### src/rtl/uart_pkg.sv
// Shared constants and types for the UART tick generation blocks.
package uart_pkg;

  localparam int DEF_CNT_W      = 16;
  localparam int DEF_FRAC_W     = 4;
  localparam int DEF_OVERSAMPLE = 16;

  // A programmed integer divisor below this is treated as this value.
  localparam int DIV_MIN = 1;

  typedef struct packed {
    logic [DEF_CNT_W-1:0]  div_int;
    logic [DEF_FRAC_W-1:0] div_frac;
  } div_pair_t;

endpackage

### src/rtl/uart_baud_gen_frac_if.sv
// Control and tick bundle between the baud generator and its UART user.
interface uart_baud_gen_frac_if #(
  parameter int CNT_W  = 16,
  parameter int FRAC_W = 4
);

  logic              en;
  logic [CNT_W-1:0]  div_int;
  logic [FRAC_W-1:0] div_frac;
  logic              div_load;
  logic              resync;
  logic              os_tick;
  logic              mid_tick;
  logic              bit_tick;
  logic              div_pending;

  modport master (
    output en, div_int, div_frac, div_load, resync,
    input  os_tick, mid_tick, bit_tick, div_pending
  );

  modport slave (
    input  en, div_int, div_frac, div_load, resync,
    output os_tick, mid_tick, bit_tick, div_pending
  );

endinterface

### src/rtl/uart_os_counter.sv
// Oversample index counter; flags the mid-bit and end-of-bit oversample ticks.
module uart_os_counter
  import uart_pkg::*;
#(
  parameter int OVERSAMPLE = DEF_OVERSAMPLE
) (
  input  logic clk,
  input  logic rst,
  input  logic step,
  input  logic clear,
  output logic mid_tick,
  output logic bit_tick
);

  localparam int OS_W = (OVERSAMPLE > 1) ? $clog2(OVERSAMPLE) : 1;

  logic [OS_W-1:0] os_idx;

  // Ticks are decoded from the index value before it advances.
  always_ff @(posedge clk or posedge rst) begin
    if (rst) begin
      os_idx   <= '0;
      mid_tick <= 1'b0;
      bit_tick <= 1'b0;
    end else if (clear) begin
      os_idx   <= '0;
      mid_tick <= 1'b0;
      bit_tick <= 1'b0;
    end else if (step) begin
      mid_tick <= (os_idx == OS_W'(OVERSAMPLE / 2 - 1));
      bit_tick <= (os_idx == OS_W'(OVERSAMPLE - 1));
      os_idx   <= (os_idx == OS_W'(OVERSAMPLE - 1)) ? '0 : os_idx + OS_W'(1);
    end else begin
      mid_tick <= 1'b0;
      bit_tick <= 1'b0;
    end
  end

endmodule

### src/rtl/uart_baud_gen_frac.sv
// Fractional-N baud tick generator: os/mid/bit strobes from one clock.
module uart_baud_gen_frac
  import uart_pkg::*;
#(
  parameter int CNT_W      = DEF_CNT_W,
  parameter int FRAC_W     = DEF_FRAC_W,
  parameter int OVERSAMPLE = DEF_OVERSAMPLE
) (
  input  logic                 clk,
  input  logic                 rst,
  uart_baud_gen_frac_if.slave  bus
);

  typedef struct packed {
    logic [CNT_W-1:0]  div_int;
    logic [FRAC_W-1:0] div_frac;
  } div_reg_t;

  div_reg_t          div_in;
  div_reg_t          div_act;
  div_reg_t          div_pend;
  logic              div_pending_q;
  logic [CNT_W-1:0]  cnt;
  logic [CNT_W-1:0]  d_eff;
  logic [CNT_W-1:0]  lim;
  logic [FRAC_W-1:0] acc;
  logic              extra;
  logic [FRAC_W:0]   acc_sum;
  logic              os_tick_q;
  logic              mid_q;
  logic              bit_q;
  logic              terminal;
  logic              step;

  assign div_in   = '{div_int: bus.div_int, div_frac: bus.div_frac};
  assign d_eff    = (div_act.div_int < CNT_W'(DIV_MIN)) ? CNT_W'(DIV_MIN) : div_act.div_int;
  assign lim      = d_eff - CNT_W'(1) + CNT_W'(extra);
  // >= so a divisor shrink applied while idle can never strand cnt past lim.
  assign terminal = (cnt >= lim);
  assign step     = bus.en && terminal && !bus.resync;
  assign acc_sum  = {1'b0, acc} + {1'b0, div_act.div_frac};

  // Cycle counter, phase accumulator and divisor staging.
  always_ff @(posedge clk or posedge rst) begin
    if (rst) begin
      cnt           <= '0;
      acc           <= '0;
      extra         <= 1'b0;
      os_tick_q     <= 1'b0;
      div_act       <= '0;
      div_pend      <= '0;
      div_pending_q <= 1'b0;
    end else if (bus.resync) begin
      cnt       <= '0;
      acc       <= '0;
      extra     <= 1'b0;
      os_tick_q <= 1'b0;
      if (bus.div_load) begin
        div_act       <= div_in;
        div_pending_q <= 1'b0;
      end else if (div_pending_q) begin
        div_act       <= div_pend;
        div_pending_q <= 1'b0;
      end
    end else begin
      if (bus.en && terminal) begin
        cnt            <= '0;
        {extra, acc}   <= acc_sum;
        os_tick_q      <= 1'b1;
      end else if (bus.en) begin
        cnt       <= cnt + CNT_W'(1);
        os_tick_q <= 1'b0;
      end else begin
        os_tick_q <= 1'b0;
      end
      if (bus.div_load) begin
        div_pend      <= div_in;
        div_pending_q <= 1'b1;
      end else if (div_pending_q && (terminal || !bus.en)) begin
        div_act       <= div_pend;
        div_pending_q <= 1'b0;
      end
    end
  end

  uart_os_counter #(
    .OVERSAMPLE (OVERSAMPLE)
  ) u_os_counter (
    .clk      (clk),
    .rst      (rst),
    .step     (step),
    .clear    (bus.resync),
    .mid_tick (mid_q),
    .bit_tick (bit_q)
  );

  assign bus.os_tick     = os_tick_q;
  assign bus.mid_tick    = mid_q;
  assign bus.bit_tick    = bit_q;
  assign bus.div_pending = div_pending_q;

endmodule

### src/flat_wrapper.sv
// flat-port wrapper written by rule: the top's interface ports become plain ports
module uart_baud_gen_frac_flat import uart_pkg::*;
#(
  parameter int CNT_W      = DEF_CNT_W,
  parameter int FRAC_W     = DEF_FRAC_W,
  parameter int OVERSAMPLE = DEF_OVERSAMPLE
)
  (clk, rst, bus_en, bus_div_int, bus_div_frac, bus_div_load, bus_resync, bus_os_tick, bus_mid_tick, bus_bit_tick, bus_div_pending);
  uart_baud_gen_frac_if #(.CNT_W(CNT_W), .FRAC_W(FRAC_W)) bus_i ();
  input  logic clk;
  input  logic rst;
  input wire logic [$bits(bus_i.en)-1:0] bus_en;
  input wire logic [$bits(bus_i.div_int)-1:0] bus_div_int;
  input wire logic [$bits(bus_i.div_frac)-1:0] bus_div_frac;
  input wire logic [$bits(bus_i.div_load)-1:0] bus_div_load;
  input wire logic [$bits(bus_i.resync)-1:0] bus_resync;
  output wire logic [$bits(bus_i.os_tick)-1:0] bus_os_tick;
  output wire logic [$bits(bus_i.mid_tick)-1:0] bus_mid_tick;
  output wire logic [$bits(bus_i.bit_tick)-1:0] bus_bit_tick;
  output wire logic [$bits(bus_i.div_pending)-1:0] bus_div_pending;
  assign bus_i.en = bus_en;
  assign bus_i.div_int = bus_div_int;
  assign bus_i.div_frac = bus_div_frac;
  assign bus_i.div_load = bus_div_load;
  assign bus_i.resync = bus_resync;
  assign bus_os_tick = bus_i.os_tick;
  assign bus_mid_tick = bus_i.mid_tick;
  assign bus_bit_tick = bus_i.bit_tick;
  assign bus_div_pending = bus_i.div_pending;
  uart_baud_gen_frac #(.CNT_W(CNT_W), .FRAC_W(FRAC_W), .OVERSAMPLE(OVERSAMPLE)) u_core (.clk(clk), .rst(rst), .bus(bus_i));
endmodule
### config.mk
export PLATFORM = sky130hd
export DESIGN_NAME = uart_baud_gen_frac_flat
export DESIGN_NICKNAME = d
export VERILOG_FILES = /design/src/rtl/uart_pkg.sv /design/src/rtl/uart_baud_gen_frac_if.sv /design/src/rtl/uart_os_counter.sv /design/src/rtl/uart_baud_gen_frac.sv /design/src/flat_wrapper.sv
export SDC_FILE = /design/constraint.sdc
export NUM_CORES = 1
export LEC_CHECK = 0
export CAP_MARGIN = 5
export CORE_UTILIZATION = 55
export CTS_CLUSTER_SIZE = 25
export DETAILED_ROUTE_END_ITERATION = 16
export GPL_ROUTABILITY_DRIVEN = 1
export PLACE_DENSITY = 0.82
export SYNTH_ARGS = -nofsm -noshare
export SYNTH_HDL_FRONTEND = slang
export SYNTH_HIERARCHICAL = 1
export SYNTH_SLANG_ARGS = --single-unit
export TNS_END_PERCENT = 20
### constraint.sdc
create_clock -name clk -period 6.7 [get_ports clk]
set_input_delay 2.01 -clock clk [delete_from_list [all_inputs] [get_ports clk]]
set_output_delay 2.01 -clock clk [all_outputs]
set_load 0.02 [all_outputs]
==> results of run 1 <==
final timing paths:
check | from | to | slack (ps)
worst max-delay path | u_core/div_act[8] | u_core/u_os_counter/os_idx[3] | 1980
worst min-delay path | u_core/div_pend[9] | u_core/div_pend[9] | 500
worst max register to register | u_core/div_act[8] | u_core/u_os_counter/os_idx[3] | 1980
worst min register to register | u_core/div_pend[9] | u_core/div_pend[9] | 500
max in group asynchronous | rst | u_core/div_act[1] | 3930
min in group asynchronous | rst | u_core/u_os_counter/os_idx[1] | 1930
cell type report:
| class | count | share of cell area |
|---|---|---|
| clock inverter | 4 | 0.0156 |
| tap | 99 | 0.0267 |
| timing repair buffer | 31 | 0.0652 |
| sequential | 69 | 0.372 |
| inverter | 10 | 0.00809 |
| clock buffer | 12 | 0.0291 |
| multi-input combinational | 276 | 0.483 |
cells by family after synthesis:
logic type	Yosys count	synth area share
and+or+nand+nor	110	0.136
adders and majority gates	25	0.0786
AOI/OAI and AO/OA	60	0.105
buffers and inverters	24	0.0273
muxes	64	0.193
xor gates and xnor gates	17	0.0366
DFF	69	0.424
Yosys cell counts, types with 5 or more instances:
| cell | number |
|---|---|
| sky130_fd_sc_hd__nand3_1 | 20 |
| sky130_fd_sc_hd__nand2b_1 | 5 |
| sky130_fd_sc_hd__mux2_4 | 19 |
| sky130_fd_sc_hd__ha_1 | 24 |
| sky130_fd_sc_hd__nor2_1 | 17 |
| sky130_fd_sc_hd__xor2_1 | 7 |
| sky130_fd_sc_hd__mux2i_1 | 6 |
| sky130_fd_sc_hd__dfrtp_1 | 69 |
| sky130_fd_sc_hd__nor4_1 | 7 |
| sky130_fd_sc_hd__nor3_1 | 9 |
| sky130_fd_sc_hd__a31oi_1 | 19 |
| sky130_fd_sc_hd__clkbuf_1 | 6 |
| sky130_fd_sc_hd__a21oi_1 | 9 |
| sky130_fd_sc_hd__mux2_2 | 39 |
| sky130_fd_sc_hd__nand2_1 | 30 |
| sky130_fd_sc_hd__inv_1 | 9 |
| sky130_fd_sc_hd__buf_2 | 5 |
| sky130_fd_sc_hd__a21o_1 | 5 |
| sky130_fd_sc_hd__xnor2_1 | 10 |
power groups by stage:
stage	clock [mW]	combinational, mW	sequential, mW
after CTS	0.368	0.283	0.536
after floorplan	0	0.222	0.524
after detailed placement	0	0.281	0.543
final	0.361	0.281	0.538
after global routing	0.383	0.316	0.545
after global placement	0	0.270	0.538
state kept, by name (all words and copies together) (netlist names):
register                      flops
u_core/div_act                   20
u_core/div_pend                  20
u_core/cnt                       16
u_core/acc                        4
u_core/u_os_counter/os_idx        4
u_core/bus.div_pending            1
u_core/bus.os_tick                1
u_core/extra                      1
u_core/u_os_counter/bit_tick      1
u_core/u_os_counter/mid_tick      1
layer usage:
metal / global-route usage / wire [um]
met5: 0 / 0
met4: 0.0821 / 127
met3: 0.0528 / 333
met2: 0.376 / 3890
met1: 0.328 / 3810
worst max-delay path: stages, from the launching register on:
cell and delay [ps]:
sky130_fd_sc_hd__dfrtp_1 420, sky130_fd_sc_hd__nor4_1 540, sky130_fd_sc_hd__nand3_1 160, sky130_fd_sc_hd__o21ba_2 240
sky130_fd_sc_hd__ha_1 210, sky130_fd_sc_hd__ha_1 240, sky130_fd_sc_hd__nand2_1 150, sky130_fd_sc_hd__nor4b_1 90
sky130_fd_sc_hd__xnor2_1 140, sky130_fd_sc_hd__ha_1 300, sky130_fd_sc_hd__nand4_1 180, sky130_fd_sc_hd__a211oi_1 350
sky130_fd_sc_hd__a32oi_2 500, sky130_fd_sc_hd__a21oi_1 570, sky130_fd_sc_hd__and2_4 240, sky130_fd_sc_hd__a31oi_1 80
sky130_fd_sc_hd__a311oi_1 230
==> parameters.txt, run 1 <==
Parameter                              Value

Placement
  Pre-CTS worst setup slack ... just over 2000 ps
  Placed Area ... 4430 um^2
  Port buffer count ... 28
  Placed wire-length estimate after detailed placement ... approximately 6000 um
  RD Place Congestion ... 0.887
  Placed cells ... 485

Clocking
  # H-tree levels ... 3
  Longest Clk Path Bufs ... 2
  Number of buffers inserted during clock tree synthesis ... 9
  Clock tree from TritonCTS ... built
  Hold-fix buffers at CTS ... 0
  Insertion delay to the later sink of the worst-skew pair ... 350 ps
  Clock-pin slew of the registers on the worst-case setup and hold paths ... 70 ps
  Post-CTS setup-driven buffer insertion count ... 0
  PostCTS Resize Cnt ... 0
  Root buffer cell ... sky130_fd_sc_hd__clkbuf_8
  TritonCTS Sinks ... 69

Power and ir drop
  Switch share ... 0.284
  Max VDD drop ... around 170 uV
  Clock group share of total power ... 0.306
  Fraction of power consumed by sequential logic ... 0.456
  Comb pwr share ... 0.238
  Internal power of the cells ... 0.844 mW
  Total Power Consumption ... approximately 1.2 mW
  Leakage Power ... approximately 2.0 nW
  Net switching power ... about 0.34 mW
  Power per Cell Area ... 254 nW/um^2

Critical path
  Largest fanout on the critical path ... 24
  Type of destination of the critical path ... flop
  Worst reg-to-reg path cell count ... 16
  Arrival time at the worst endpoint ... 4970 ps
  Type of the setup path with the least slack ... reg2reg
  Worst Setup Start Kind ... flop
  Critical Path RT ... 6950 ps

Global routing
  Sum of overflow across all layers after global routing ... 0
  Number of antenna violations at the first check in global routing ... 0
  Via count of the first global-routing pass ... 2916
  Global-route usage over all layers ... 0.239
  Pin count of the biggest net entering global routing ... 64
  Global-route wire length before repair ... 14100 um

Layout
  Layout cell share with drive strength beyond 1 ... 0.209
  Leading cell types in the layout, fill and taps excluded ... 69 x sky130_fd_sc_hd__dfrtp_1, 39 x sky130_fd_sc_hd__mux2_2, 30 x sky130_fd_sc_hd__nand2_1, 28 x sky130_fd_sc_hd__clkdlybuf4s50_1, 24 x sky130_fd_sc_hd__ha_1
  Number of nets in the layout ... 447
  Diodes inserted ... 0
  Area taken by multi-input logic gates ... between 2000 and 2500 um^2
  Non-filler instance count after layout ... 501
  Fillcell total ... 602
  Area growth from synthesis to final layout ... 14.0%
  Sequential cell area ... 1730 um^2
  Design area ... around 4600 um^2
  Share of the core filled with cells ... 0.643
  Most common cell after layout, fill and taps aside ... sky130_fd_sc_hd__dfrtp_1

Route
  Final Routed Wirelength ... 8160 um
  Number of nets with antenna violations after detailed routing ... 0
  Average wire per standard cell ... 16.3 um
  Number of vias per cell after detailed routing ... 5.94
  Number of vias after detailed routing ... 2976
  Pre-antenna DRT Iters ... 5
  Total DRC errors in the routed layout ... 0
  Number of DRC markers after the initial detailed-route iteration ... 145

STA
  Total setup violations reported at the end of the flow ... 0
  Final worst hold slack ... 503 ps
  Slew @ Worst Pin ... 1130 ps
  Maximum clock rate ... 0.212 GHz
  Setup_tns ... 0 ps
  Worst max-slew margin expressed relative to the limit ... 0.243
  Final slew viol count ... 0
  Worst Skew ... 4.78 ps
  Final worst slack ... 1980 ps
  Final Critical Period ... 4720 ps
  Unrepaired setup endpoints after global routing ... false
  Hold violation total from the final report ... 0
  Period utilization ... 0.704

Die
  Area of the die ... 7750 um^2
  I/O pin count ... 29
  Area of the core ... 7210 um^2
  Height of the chip ... 88.1 um
  Initial cell density of the core ... 0.565
  Placement row count ... 31
  X dimension of the die ... 88.1 um

Synthesis
  Unique cell type count in the Yosys netlist ... 54
  EDFF count, synth ... 0
  Library cell occupying the most area in the post-synthesis netlist ... sky130_fd_sc_hd__dfrtp_1
  Nets in the synthesized netlist ... 419
  Register area share after synthesis ... 0.424
  Biggest area contributors in the synthesized netlist ... sky130_fd_sc_hd__dfrtp_1 42%, sky130_fd_sc_hd__mux2_2 11%, sky130_fd_sc_hd__ha_1 7.4%
  Fraction of post-synthesis cell area in the top cell type by area ... 0.424
  Summed instance area of the synthesized netlist ... 4070 um^2
  Prevailing post-synth register cell ... sky130_fd_sc_hd__dfrtp_1
  Flip-flop and latch count after synthesis ... 69
  Synthesis Warnings ... 6
  Ys async rst share ... 1.00
  Average cell area after synthesis ... about 11 um^2
  Post-Synthesis Cells ... 369

Worst hold path
  Min-Delay Path Class ... reg2reg
  Hold Path Cell Cnt ... 1

Flow run
  Count of maximum capacitance violations ... 0

Status
  Result of the run ... finished, final reports clean
Power figures use the tool's default switching activity.
==> run 2: changes to the inputs <==
==> constraint.sdc (replaced) <==
create_clock -name clk -period 4.8 [get_ports clk]
set_input_delay 1.44 -clock clk [delete_from_list [all_inputs] [get_ports clk]]
set_output_delay 1.44 -clock clk [all_outputs]
set_load 0.02 [all_outputs]
==> run 2 against run 1 <==
Die area is the same. Register-to-register slack worse by 1600 ps. Clock power grew 47%. Clock-buffer cell count fell by 2. Sequential share of layout area is 0.30 points lower. Setup slack worse by 1600 ps. Global-route usage grew 0.14 points. Largest cell class unchanged.
==> parameters.txt, run 2 (synthesis results as in run 1) <==
Parameter                              Value

STA
  Unrepaired setup endpoints after global routing ... false (unchanged)
  Slew @ Worst Pin ... 1040 ps (was 1130 ps)
  Hold violation total from the final report ... 0 (unchanged)
  Maximum clock rate ... 0.224 GHz (was 0.212 GHz)
  Worst max-slew margin expressed relative to the limit ... 0.303 (was 0.243)
  Worst Skew ... 13.1 ps (was 4.78 ps)
  Final slew viol count ... 0 (unchanged)
  Setup_tns ... 0 ps (unchanged)
  Final Critical Period ... 4460 ps (was 4720 ps)
  Total setup violations reported at the end of the flow ... 0 (unchanged)
  Period utilization ... 0.928 (was 0.704)

Global routing
  Sum of overflow across all layers after global routing ... 0 (unchanged)
  Global-route wire length before repair ... 14000 um (was 14100 um)
  Number of antenna violations at the first check in global routing ... 0 (unchanged)
  Via count of the first global-routing pass ... 2967 (was 2916)
  Global-route usage over all layers ... 0.240 (was 0.239)
  Pin count of the biggest net entering global routing ... 52 (was 64)

Clocking
  Hold-fix buffers at CTS ... 0 (unchanged)
  Root buffer cell ... sky130_fd_sc_hd__clkbuf_8 (unchanged)
  Insertion delay to the later sink of the worst-skew pair ... 350 ps (about the same)
  Longest Clk Path Bufs ... 2 (unchanged)
  Post-CTS setup-driven buffer insertion count ... 0 (unchanged)
  # H-tree levels ... 3 (unchanged)
  TritonCTS Sinks ... 69 (unchanged)
  PostCTS Resize Cnt ... 0 (unchanged)
  Clock tree from TritonCTS ... built (unchanged)
  Clock-pin slew of the registers on the worst-case setup and hold paths ... 80 ps (was 70 ps)
  Number of buffers inserted during clock tree synthesis ... 9 (unchanged)

Worst hold path
  Terminating pin of the worst hold path ... u_core/div_pend[4] (was u_core/div_pend[9])
  Launch point of the worst hold path ... u_core/div_pend[4] (was u_core/div_pend[9])
  Min-Delay Path Class ... reg2reg (unchanged)
  Hold Path Cell Cnt ... 1 (unchanged)

Layout
  Fillcell total ... 585 (was 602)
  Diodes inserted ... 0 (unchanged)
  Layout cell share with drive strength beyond 1 ... 0.220 (was 0.209)
  Leading cell types in the layout, fill and taps excluded ... 69 x sky130_fd_sc_hd__dfrtp_1, 39 x sky130_fd_sc_hd__mux2_2, 30 x sky130_fd_sc_hd__nand2_1, 28 x sky130_fd_sc_hd__clkdlybuf4s50_1, 24 x sky130_fd_sc_hd__ha_1 (unchanged)
  Number of nets in the layout ... 450 (was 447)
  Most common cell after layout, fill and taps aside ... sky130_fd_sc_hd__dfrtp_1 (unchanged)
  Registers with the most flip-flops ... u_core/div_act: 20 flops, u_core/div_pend: 20 flops, u_core/cnt: 16 flops (unchanged)
  Area growth from synthesis to final layout ... 14.9% (was 14.0%)
  Share of the core filled with cells ... 0.649 (was 0.643)

Critical path
  Critical path cell sequence ... nor4_1 > nand3_1 > o21ba_2 > ha_1 > ha_1 > nand2_1 > nor4b_1 > xnor2_1 > ha_1 > nand4_1 > nor3_1 > nor3_1 > a21oi_1 > and2_4 > a31oi_1 > a311oi_1 (was nor4_1 > nand3_1 > o21ba_2 > ha_1 > ha_1 > nand2_1 > nor4b_1 > xnor2_1 > ha_1 > nand4_1 > a211oi_1 > a32oi_2 > a21oi_1 > and2_4 > a31oi_1 > a311oi_1)
  Worst setup path start ... u_core/div_act[8] (unchanged)
  Type of the setup path with the least slack ... reg2reg (unchanged)
  Critical Path Slowest Stage Cell ... sky130_fd_sc_hd__nor4_1 (was sky130_fd_sc_hd__a21oi_1)
  Largest fanout on the critical path ... 6 (was 24)
  Sum of buffers and inverters on the critical path ... 0 (unchanged)
  Worst Setup Start Kind ... flop (unchanged)
  Reg2Reg Setup Slack ... 340 ps (was 1980 ps)
  R2R Path Start ... u_core/div_act[8] (unchanged)
  Largest incremental delay on the critical path ... 560 ps (was 570 ps)
  Critical Path RT ... 5050 ps (was 6950 ps)
  Arrival time at the worst endpoint ... 4700 ps (was 4970 ps)
  Worst reg-to-reg path cell count ... 16 (unchanged)
  Cell type group with the largest total delay on the critical path ... simple AND/OR/NAND/NOR gates (was compound AO/OA/AOI/OAI gates)
  Reg-to-Reg End ... u_core/u_os_counter/os_idx[3] (unchanged)
  CP most frequent cell ... sky130_fd_sc_hd__ha_1 (unchanged)
  Type of destination of the critical path ... flop (unchanged)

Placement
  Port buffer count ... 28 (unchanged)
  Placed wire-length estimate after detailed placement ... 5920 um (was 5840 um)
  RD Place Congestion ... 0.921 (was 0.887)

Route
  Detailed-routed wire length on met2 ... 4060 um (was 3890 um)
  Highest routed layer ... met4 (unchanged)
  Met3 wire len ... 407 um (was 333 um)
  Number of DRC markers after the initial detailed-route iteration ... 228 (was 145)
  Average wire per standard cell ... 16.5 um (was 16.3 um)
  Total DRC errors in the routed layout ... 0 (unchanged)
  DRT met1 WL ... 3710 um (was 3810 um)
  Number of nets with antenna violations after detailed routing ... 0 (unchanged)
  Pre-antenna DRT Iters ... 4 (was 5)
  Number of vias after detailed routing ... 2968 (was 2976)
  Final Routed Wirelength ... 8320 um (was 8160 um)
  Number of vias per cell after detailed routing ... 5.89 (was 5.94)

Die
  Placement row count ... 31 (unchanged)
  Area of the core ... 7210 um^2 (unchanged)
  Initial cell density of the core ... 0.565 (unchanged)
  X dimension of the die ... 88.1 um (unchanged)
  Area of the die ... 7750 um^2 (unchanged)
  Height of the chip ... 88.1 um (unchanged)
  I/O pin count ... 29 (unchanged)

Flow run
  Count of maximum capacitance violations ... 0 (unchanged)

Power and ir drop
  Power per Cell Area ... 359 nW/um^2 (was 254 nW/um^2)
  Leakage Power ... 2.02 nW (was 2.00 nW)
  Max VDD drop ... 338 uV (was 172 uV)

Status
  Result of the run ... finished, final reports clean (unchanged)
-- run 2: changes by cell type in the layout (fill, tap and decap cells not counted) --
cell                         delta
sky130_fd_sc_hd__buf_4          +3
sky130_fd_sc_hd__clkinv_2       -1
sky130_fd_sc_hd__clkinvlp_4     -1
sky130_fd_sc_hd__clkinv_4       +2
sky130_fd_sc_hd__clkbuf_1       -2
sky130_fd_sc_hd__inv_6          +2
-- run 2: final cells by class --
type	count	area (um^2)	share of cell area
inverter	10	37.5	0.00802
clock inverter	6	95.1	0.0203
sequential	69	1730	0.369
clock buffer	10	128	0.0273
multi-input combinational	276	2240	0.479
tap	99	124	0.0265
timing repair buffer	34	325	0.0695
-- run 2: worst max-delay path by stage --
stage,end,slack [ps],depth (start not counted)
detailed placement,u_core/u_os_counter/os_idx[3],420,16
global route,u_core/u_os_counter/os_idx[3],60,16
floorplan,u_core/u_os_counter/os_idx[3],870,17
global placement,u_core/u_os_counter/os_idx[3],670,16
finish,u_core/u_os_counter/os_idx[3],340,16
CTS,u_core/u_os_counter/os_idx[3],420,16
-- run 2: where the power goes --
| part | leakage (nW) | switching, mW | internal (mW) | total (mW) |
|---|---|---|---|---|
| registers | 0.872 | 0.0881 | 0.663 | 0.751 |
| logic | 1.04 | 0.174 | 0.225 | 0.399 |
| clock network | 0.111 | 0.233 | 0.298 | 0.531 |
| total | 2.02 | 0.495 | 1.19 | 1.68 |
-- run 2: through the flow --
step           std cells  hold slack [ps]  power (mW)  setup WS, ps  area [um^2]
2_1_floorplan        369              466        1.04           874         4070
5_1_grt              504              527        1.77          61.4         4680
4_1_cts              504              510        1.69           417         4680
6_report             504              507        1.68           344         4680
3_5_place_dp         488              492        1.16           423         4460
3_3_place_gp         488              483        1.13           669         4460
-- run 2: per-layer routing --
metal  vias up  GRT usage
li1       1423          -
met1      1448      0.305
met2        84      0.403
met3        13     0.0556
met4         0     0.0850
met5         -          0
-- run 2: worst reg2reg max path, stage by stage, from the launching register on --
cell	delay (ps)
sky130_fd_sc_hd__dfrtp_1	420
sky130_fd_sc_hd__nor4_1	560
sky130_fd_sc_hd__nand3_1	130
sky130_fd_sc_hd__o21ba_2	230
sky130_fd_sc_hd__ha_1	210
sky130_fd_sc_hd__ha_1	240
sky130_fd_sc_hd__nand2_1	150
sky130_fd_sc_hd__nor4b_1	80
sky130_fd_sc_hd__xnor2_1	130
sky130_fd_sc_hd__ha_1	310
sky130_fd_sc_hd__nand4_1	190
sky130_fd_sc_hd__nor3_1	470
sky130_fd_sc_hd__nor3_1	180
sky130_fd_sc_hd__a21oi_1	470
sky130_fd_sc_hd__and2_4	250
sky130_fd_sc_hd__a31oi_1	90
sky130_fd_sc_hd__a311oi_1	250
